--- config.mk ---
export PLATFORM = sky130hd
export DESIGN_NAME = count_sequencer
export DESIGN_NICKNAME = d
export VERILOG_FILES = /design/src/rtl/count_seq_pkg.sv /design/src/rtl/count_sequencer_counter.sv /design/src/rtl/count_sequencer.sv
export SDC_FILE = /design/constraint.sdc
export NUM_CORES = 1
export LEC_CHECK = 0
export ABC_AREA = 1
export CAP_MARGIN = 20
export CORE_MARGIN = 8
export CORE_UTILIZATION = 45
export DETAILED_ROUTE_END_ITERATION = 10
export PLACE_DENSITY = 0.77
export SLEW_MARGIN = 20
export SYNTH_ARGS = -nofsm -noshare
export SYNTH_HDL_FRONTEND = slang
export SYNTH_SLANG_ARGS = --single-unit
--- constraint.sdc ---
create_clock -name clk_2 -period 1.8 [get_ports clk_2]
set_input_delay 0.36 -clock clk_2 [delete_from_list [all_inputs] [get_ports clk_2]]
set_output_delay 0.36 -clock clk_2 [all_outputs]
set_load 0.02 [all_outputs]
--- src/rtl/count_seq_pkg.sv ---
// count_seq_pkg
// Shared types and constants for the count sequencer and the panel display
// logic: the FSM state and command encodings, plus the sixteen hexadecimal
// seven-segment glyphs (bit order gfedcba, active-high segments).
package count_seq_pkg;

    typedef enum logic [1:0] {
        ST_IDLE = 2'd0,
        ST_LOAD = 2'd1,
        ST_RUN  = 2'd2,
        ST_DONE = 2'd3
    } seq_state_t;

    typedef enum logic [1:0] {
        OP_LOAD     = 2'b00,
        OP_RUN_UP   = 2'b01,
        OP_RUN_DOWN = 2'b10,
        OP_STOP     = 2'b11
    } seq_op_t;

    localparam logic [6:0] SEG_GLYPH_0 = 7'h3F;
    localparam logic [6:0] SEG_GLYPH_1 = 7'h06;
    localparam logic [6:0] SEG_GLYPH_2 = 7'h5B;
    localparam logic [6:0] SEG_GLYPH_3 = 7'h4F;
    localparam logic [6:0] SEG_GLYPH_4 = 7'h66;
    localparam logic [6:0] SEG_GLYPH_5 = 7'h6D;
    localparam logic [6:0] SEG_GLYPH_6 = 7'h7D;
    localparam logic [6:0] SEG_GLYPH_7 = 7'h07;
    localparam logic [6:0] SEG_GLYPH_8 = 7'h7F;
    localparam logic [6:0] SEG_GLYPH_9 = 7'h6F;
    localparam logic [6:0] SEG_GLYPH_A = 7'h77;
    localparam logic [6:0] SEG_GLYPH_B = 7'h7C;
    localparam logic [6:0] SEG_GLYPH_C = 7'h39;
    localparam logic [6:0] SEG_GLYPH_D = 7'h5E;
    localparam logic [6:0] SEG_GLYPH_E = 7'h79;
    localparam logic [6:0] SEG_GLYPH_F = 7'h71;

endpackage

--- src/rtl/count_sequencer_counter.sv ---
// updown_counter
// Counter datapath for the sequencer. Holds the count register and computes
// the value of the next step, wrapping modulo 2^NBITS_COUNT or, in bounce
// mode, folding back from the range limits.
// Ports:
//   clk_2, reset_n  clock and asynchronous active-low reset
//   load            load strobe; count takes load_value at the edge
//   load_value      value to load
//   enable          step strobe; count takes next_count at the edge
//   up              step direction, 1 = up
//   bounce          fold back at the limits instead of wrapping
//   count           current count
//   next_count      value the next step would produce
//   reverse         high when the next step hits a limit in bounce mode,
//                   telling the sequencer to flip its direction
module updown_counter
    import count_seq_pkg::*;
#(
    parameter int NBITS_COUNT = 4
) (
    input  logic                   clk_2,
    input  logic                   reset_n,
    input  logic                   load,
    input  logic [NBITS_COUNT-1:0] load_value,
    input  logic                   enable,
    input  logic                   up,
    input  logic                   bounce,
    output logic [NBITS_COUNT-1:0] count,
    output logic [NBITS_COUNT-1:0] next_count,
    output logic                   reverse
);

    localparam logic [NBITS_COUNT-1:0] MAX_COUNT = '1;
    localparam logic [NBITS_COUNT-1:0] ONE       = NBITS_COUNT'(1);

    // At a limit, bounce mode lands one step back inside the range so the
    // limit value is shown for exactly one step before the count retreats.
    always_comb begin
        next_count = count;
        reverse    = 1'b0;
        if (up) begin
            if (count == MAX_COUNT) begin
                if (bounce) begin
                    next_count = MAX_COUNT - ONE;
                    reverse    = 1'b1;
                end else begin
                    next_count = '0;
                end
            end else begin
                next_count = count + ONE;
            end
        end else begin
            if (count == '0) begin
                if (bounce) begin
                    next_count = ONE;
                    reverse    = 1'b1;
                end else begin
                    next_count = MAX_COUNT;
                end
            end else begin
                next_count = count - ONE;
            end
        end
    end

    // Load wins over a step; the sequencer never asserts both together.
    always_ff @(posedge clk_2 or negedge reset_n) begin
        if (!reset_n) begin
            count <= '0;
        end else if (load) begin
            count <= load_value;
        end else if (enable) begin
            count <= next_count;
        end
    end

endmodule

--- src/rtl/count_sequencer.sv ---
// count_sequencer
// Sequencing controller for the up/down counter datapath. Commands arrive
// over a valid/ready handshake; while running, a prescaler paces the steps.
// Optional bounce (ping-pong) and stop-at-target behaviour.
// Ports:
//   clk_2, reset_n   clock and asynchronous active-low reset
//   cmd_valid/ready  command handshake, accepted when both are high
//   cmd_op           00 LOAD, 01 RUN_UP, 10 RUN_DOWN, 11 STOP
//   cmd_data         LOAD value
//   bounce           reverse direction at the range limits
//   target_en/target stop in DONE when a step lands on target
//   count, dir_up    current count and direction
//   running, done    RUN state flag, one-cycle target-reached pulse
//   state            FSM state encoding for the LCD
module count_sequencer
    import count_seq_pkg::*;
#(
    parameter int NBITS_COUNT = 4,
    parameter int PRESCALE    = 4
) (
    input  logic                   clk_2,
    input  logic                   reset_n,
    input  logic                   cmd_valid,
    output logic                   cmd_ready,
    input  logic [1:0]             cmd_op,
    input  logic [NBITS_COUNT-1:0] cmd_data,
    input  logic                   bounce,
    input  logic                   target_en,
    input  logic [NBITS_COUNT-1:0] target,
    output logic [NBITS_COUNT-1:0] count,
    output logic                   dir_up,
    output logic                   running,
    output logic                   done,
    output logic [1:0]             state
);

    localparam int              PS_W    = (PRESCALE > 1) ? $clog2(PRESCALE) : 1;
    localparam logic [PS_W-1:0] PS_LAST = PS_W'(PRESCALE - 1);

    seq_state_t             state_r, state_nx;
    logic                   dir_up_r, dir_up_nx;
    logic [PS_W-1:0]        prescale_r, prescale_nx;
    logic [NBITS_COUNT-1:0] load_data_r, load_data_nx;
    logic                   step_en;
    logic                   reverse;
    logic [NBITS_COUNT-1:0] next_count;
    seq_op_t                op;
    logic                   accept;
    logic                   tick;

    assign op     = seq_op_t'(cmd_op);
    assign accept = cmd_valid && cmd_ready;
    assign tick   = (prescale_r == PS_LAST);

    // All outputs decode from registered state only.
    assign cmd_ready = (state_r == ST_IDLE) || (state_r == ST_RUN);
    assign running   = (state_r == ST_RUN);
    assign done      = (state_r == ST_DONE);
    assign state     = state_r;
    assign dir_up    = dir_up_r;

    // Next-state logic. In RUN an accepted command outranks a pending tick,
    // so the step on that edge is dropped. Every way into RUN zeroes the
    // prescaler so the first step always lands PRESCALE edges later.
    always_comb begin
        state_nx     = state_r;
        dir_up_nx    = dir_up_r;
        prescale_nx  = prescale_r;
        load_data_nx = load_data_r;
        step_en      = 1'b0;
        unique case (state_r)
            ST_IDLE: begin
                if (accept) begin
                    unique case (op)
                        OP_LOAD: begin
                            state_nx     = ST_LOAD;
                            load_data_nx = cmd_data;
                        end
                        OP_RUN_UP: begin
                            state_nx    = ST_RUN;
                            dir_up_nx   = 1'b1;
                            prescale_nx = '0;
                        end
                        OP_RUN_DOWN: begin
                            state_nx    = ST_RUN;
                            dir_up_nx   = 1'b0;
                            prescale_nx = '0;
                        end
                        OP_STOP: begin
                            state_nx = ST_IDLE;
                        end
                    endcase
                end
            end
            ST_LOAD: begin
                state_nx = ST_IDLE;
            end
            ST_RUN: begin
                if (accept) begin
                    prescale_nx = '0;
                    unique case (op)
                        OP_LOAD: begin
                            state_nx     = ST_LOAD;
                            load_data_nx = cmd_data;
                        end
                        OP_RUN_UP: begin
                            dir_up_nx = 1'b1;
                        end
                        OP_RUN_DOWN: begin
                            dir_up_nx = 1'b0;
                        end
                        OP_STOP: begin
                            state_nx = ST_IDLE;
                        end
                    endcase
                end else if (tick) begin
                    step_en     = 1'b1;
                    prescale_nx = '0;
                    if (reverse) begin
                        dir_up_nx = ~dir_up_r;
                    end
                    if (target_en && (next_count == target)) begin
                        state_nx = ST_DONE;
                    end
                end else begin
                    prescale_nx = prescale_r + PS_W'(1);
                end
            end
            ST_DONE: begin
                state_nx = ST_IDLE;
            end
            default: begin
                state_nx = ST_IDLE;
            end
        endcase
    end

    // State, direction, prescaler and latched load value.
    always_ff @(posedge clk_2 or negedge reset_n) begin
        if (!reset_n) begin
            state_r     <= ST_IDLE;
            dir_up_r    <= 1'b1;
            prescale_r  <= '0;
            load_data_r <= '0;
        end else begin
            state_r     <= state_nx;
            dir_up_r    <= dir_up_nx;
            prescale_r  <= prescale_nx;
            load_data_r <= load_data_nx;
        end
    end

    updown_counter #(
        .NBITS_COUNT(NBITS_COUNT)
    ) u_counter (
        .clk_2      (clk_2),
        .reset_n    (reset_n),
        .load       (state_r == ST_LOAD),
        .load_value (load_data_r),
        .enable     (step_en),
        .up         (dir_up_r),
        .bounce     (bounce),
        .count      (count),
        .next_count (next_count),
        .reverse    (reverse)
    );

endmodule

Yosys cells after proc, flatten, opt, wreduce, memory -nomap -nowiden
Cells that the tools add are included.
{ "op_classes": {"mux": 32, "n_eq_ne": 15, "add_sub_neg": 3, "bitwise": 1, "n_reduce_logical": 15} }
{ "ops": {"columns": ["operator", "count"], "rows": [
  ["$mux 4", 7],
  ["$mux 2", 8],
  ["$pmux 2 s3", 2],
  ["$mux 1", 11],
  ["$eq 2x2->1 const B", 5],
  ["$ne 3x1->1 const B", 3],
  ["$pmux 2 s2", 2],
  ["$reduce_and 4->1", 2],
  ["$reduce_and 3->1", 2],
  ["$reduce_or 2->1", 3],
  ["$add 4x1->4 const B", 1],
  ["$eq 2x1->1 const B", 2],
  ["$eq 4x4->1", 1],
  ["$eq 4x4->1 const B", 1],
  ["$logic_not 2->1", 2],
  ["$logic_not 4->1", 1],
  ["$ne 2x2->1 const B", 2],
  ["$ne 4x2->1 const B", 1],
  ["$pmux 1 s2", 2],
  ["$reduce_bool 2->1", 2],
  ["$sub 4x1->4 const B", 1],
  ["$add 2x1->2 const B", 1],
  ["$logic_and 1x1->1", 2],
  ["$logic_or 1x1->1", 1],
  ["$not 1->1", 1]
]} }
{ "word_totals": {"wordCells": 71, "inputBits": 15, "register_bits": 13, "output_inout_bits": 10} }

Logic depth before layout (Yosys ltp)
{ "depth": {"depth_word": 9, "ltp_mapped": 13, "ltp_nobuf": 13} }

By module
From an unflattened synthesis, not the netlist that was laid out.
{ "hier_totals": {"hier_cells": 157, "area_unflattened_um2": 1081.0} }
{ "modules_own_cells": {"columns": ["mod", "seq_area_each_um2", "area_each_um2", "n_inst", "cells_each"], "rows": [
  ["count_sequencer", 226.5, 614.3, 1, 81],
  ["updown_counter", 100.1, 466.7, 1, 76]
]} }

Least setup slack after synthesis
OpenSTA, ideal clock, no wires.
{ "synth_path": {"kind": "register -> register", "startpoint": "register u_counter.count[0]", "endpoint": "register state_r[0] (netlist: state[0])", "setup_ns": 0.071, "path_buffers": 0, "path_stages_with_launch": 14, "slack_ns": 0.134, "synth_period_minus_slack_ns": 1.666, "t_arrival_ns": 1.595, "required_time_ns": 1.729, "cell_sequence": "dfrtp_1 -> inv_1 -> ha_1 -> nand2_1 -> nand2_1 -> nand2_1 -> nand2_1 -> nand2_2 -> nand2_1 -> nand2_1 -> nand3_1 -> o21bai_1 -> nand2_1 -> nor2_1"} }
{ "synth_via": {"elab_chain_cells": 7, "elab_cells_between_ends": 11, "cone_classes": "add/sub: 2; eq/ne: 3; mux: 3; reduce/logical: 3"} }
{ "synth_rtl": {"columns": ["item", "line", "source"], "rows": [
  ["start: declaration", "count_sequencer_counter.sv:28", "output logic [NBITS_COUNT-1:0] count,"],
  ["start signal: assignment", "count_sequencer_counter.sv:71", "count <= load_value;"],
  ["start signal: assignment", "count_sequencer_counter.sv:73", "count <= next_count;"],
  ["$sub 4x1->4 (tied with other cells)", "count_sequencer_counter.sv:61", "next_count = count - ONE;"],
  ["$mux 4 (on tied branches)", "count_sequencer_counter.sv:53, count_sequencer_counter.sv:42", null],
  ["$mux 4 *", "count_sequencer_counter.sv:41", "if (up) begin"],
  ["$eq 4x4->1 *", "count_sequencer.sv:122", "if (target_en && (next_count == target)) begin"],
  ["$logic_and 1x1->1 *", "count_sequencer.sv:122", null],
  ["$ne 3x1->1 (no line) *", null, null],
  ["$reduce_and 4->1 (no line) *", null, null],
  ["end signal: assignment", "count_sequencer.sv:146", "state_r <= state_nx;"],
  ["end: declaration", "count_sequencer.sv:40", "seq_state_t state_r, state_nx;"]
]} }
Mark *: on every way between the ends. The rest lies on a longest branch, timed or not.
A chain may end at the register's enable or synchronous reset.

Worst setup path in the final report
{ "layout_path": {"startpoint": "register u_counter.count[2]", "endpoint": "output count[2]"} }
{ "layout_rtl": {"columns": ["item", "line", "source"], "rows": [
  ["end: declaration", "count_sequencer.sv:30", "output logic [NBITS_COUNT-1:0] count,"]
]} }
No word-level cell between the ends.

==> impl_metrics.csv <==
group,metric,value,unit
cts,clockBufferDepth,2,
routing,routed_via_density,5.11,
routing,route.met3.wl,192,um
pwr,peakVddDrop,0.768,mV
timing,slew_viol_final,0,
flow_run,drv_cap,0,
run_status,status,"finished clean",
routing,wl_met1,1240,um
synthesis,netlist_area,1040,um2
routing,dr.pass1.iters,4,
routing,top_layer_used,"met4",
synthesis,synth-seq-cells,13,
floorplan,fp.dieW,64.1,um
final_layout,drive_gt1_share,16.8,%
worst_setup_path,path_cells,"clkdlybuf4s50_1",
worst_setup_path,critPathBufInv,1,
routing,vias,1113,
floorplan,die-area,4110,um2
timing,finalCritPeriodShare,98.1,%
worst_setup_path,path_max_fanout,10,
timing,finalHoldViolCount,0,
timing,layout_min_cycle_time,1770,ps
synthesis,synth_cell_type_count,25,
floorplan,initial_utilization,47.1,%
routing,wl,2730,um
synthesis,seq_area_frac_synth,31.3,%
timing,setup-violations-final,0,
routing,remaining_drc_errors,0,
global_route,grt_pass1_vias,1049,
global_route,grt_start_max_net_pins,14,
timing,fin_skew,4.44,ps
global_route,grtUsageTotal,13.4,%
global_route,grt_antenna_before_repair,0,
cts,htree_levels,1,
routing,ant_nets,0,
timing,relSlewSlack,61.4,%
pwr,power_density,1630,nW/um2
worst_setup_path,cp_data_arrival_time,1410,ps
floorplan,ios,25,
timing,fmax,0.566,GHz
placed_design,post-dp-hpwl,2230,um
timing,worst_pin_slew,577,ps
cts,post-cts-setup-buffers,0,
cts,path_clk_slew,90,ps
placed_design,portBuffers,24,
worst_setup_path,crit_family,"buffers and inverters",
cts,cts_made_buffers,3,
worst_setup_path,slowest_delay,640,ps
pwr,p_leak,0.741,nW
routing,routed-wl-met2,1270,um
synthesis,syn_inst,154,
synthesis,yosysWarnings,0,
final_layout,fin_area,1410,um2
routing,wl_per_cell,12.5,um
placed_design,place_area,1370,um2
timing,setup_ws,34.6,ps
worst_setup_path,required,1440,ps
worst_setup_path,startpoint_type,"register",
synthesis,syn_nets,175,
worst_setup_path,crit_type,"reg -> out",
cts,root_buffer,"clkbuf_4",
final_layout,final_nets,212,
cts,clock_latency,280,ps
floorplan,rows,17,
final_layout,num_antenna_cells,0,
worst_setup_path,endpoint_kind,"output pin",
floorplan,die_h,64.1,um
cts,cts_tree,"done",
floorplan,core_area,2210,um2
worst_setup_path,slowest_stage,"clkdlybuf4s50_1",
placed_design,place.gp.congestion,0.837,
final_layout,area_delta_synth_final,35.5,%
global_route,grt_overflow,0,
synthesis,syn_avg_cell_area,6.77,um2
cts,cts_sinks,13,
hold_path,hold_class,"in -> async",
global_route,grt_pass1_wl,4590,um
placed_design,preCtsSetupSlack,-2.91,ps
routing,drt_iter0_markers,60,
## final timing paths
path                       slack [ps]                        endpoint  cells past startpoint                           start
setup / recovery                   30                        count[2]                      1  u_counter.count[2]$_DFFE_PN0P_
hold / removal                    440       prescale_r[0]$_DFFE_PN0P_                      1                         reset_n
setup reg to reg                  190            state[0]$_DFFE_PN0P_                     12  u_counter.count[1]$_DFFE_PN0P_
hold reg to reg                   490  u_counter.count[2]$_DFFE_PN0P_                      2      load_data_r[2]$_DFFE_PN0P_
max in group asynchronous         940            state[0]$_DFFE_PN0P_                      1                         reset_n
min in group clk_2                490  u_counter.count[2]$_DFFE_PN0P_                      2      load_data_r[2]$_DFFE_PN0P_
## synthesized netlist by cell type
cell	instances	area share [%]
mux2_2	2	2.2
nor2_4	1	1.1
a21oi_1	9	4.3
nand2_1	41	15
o211ai_1	2	1.4
clkinv_1	1	0.36
a31oi_1	1	0.60
nand2_2	4	2.4
a221o_1	1	0.96
o21bai_1	1	0.72
dfstp_2	1	2.5
buf_6	1	1.1
nand3_2	3	2.9
nor3_1	2	0.96
dfrtp_1	12	29
o221ai_1	1	0.84
a311oi_1	1	0.84
inv_2	3	1.1
a22o_1	1	0.84
nor2_2	1	0.60
nor2_1	14	5.0
inv_1	26	9.4
ha_1	6	7.2
o21ai_0	4	1.9
nand3_1	15	7.2
## sequential cells by signal, indices dropped and copies added (netlist names)
signal and cells:
u_counter.count 4, prescale_r 2, load_data_r 4, state 2
dir_up 1
## metrics by stage
stage / hold WS, ps / std cells / TNS, ps / utilization [%] / power, mW
4_1_cts: 462 / 218 / 0 / 63.1 / 2.25
6_report: 440 / 218 / 0 / 63.9 / 2.30
5_1_grt: 479 / 218 / -2.76 / 63.9 / 2.49
3_3_place_gp: 474 / 214 / 0 / 62.1 / 2.06
2_1_floorplan: 64.4 / 154 / 0 / - / 1.54
3_5_place_dp: 478 / 214 / -4.79 / 62.1 / 2.11
## layer usage
metal	track usage [%]	vias up
met4	4.36	0
met1	16.4	505
met2	21.7	41
met3	4.36	4
li1	-	563
met5	0	-
## cell type report
class                      instances  area [um2]
inverter                          30         113
multi-input combinational        110         604
clock buffer                       3        22.5
fill                             203         800
clock inverter                     1        5.00
sequential                        13         330
timing repair buffer              33         303
tap                               28        35.0
## power by group
part	internal, mW	switching [mW]
combinational	0.649	0.852
clock	0.0824	0.103
sequential	0.437	0.175
total	1.17	1.13
## cell families (layout without fill, tap and decap cells)
kind of cell	Yosys count	in the layout	share of synthesized area [%]
and+or+nand+nor	81	81	34.9
buffers and inverters	31	67	11.9
AOI/OAI and AO/OA	21	21	12.5
DFF	13	13	31.3
adders and majority gates	6	6	7.20
muxes	2	2	2.16
## timing repair
item,in CTS,in global routing
setup endpoints to repair,8,2
hold buffers,0,0
endpoints found under the hold margin,0,0
resized for setup,8,4
## cell usage in the layout, fill, tap and decap left out, drive strengths merged, types with 2 or more instances in the layout
cell type,synthesis,routed
clkdlybuf4s50,0,17
o21ai,4,4
nor2,16,16
nand3,18,18
o211ai,2,2
a21oi,9,9
dfrtp,12,12
inv,29,29
clkinv,1,2
mux2,2,2
buf,1,9
clkbuf,0,3
nor3,2,2
dlygate4sd2,0,6
ha,6,6
nand2,45,45
Power figures use the tool's default switching activity.
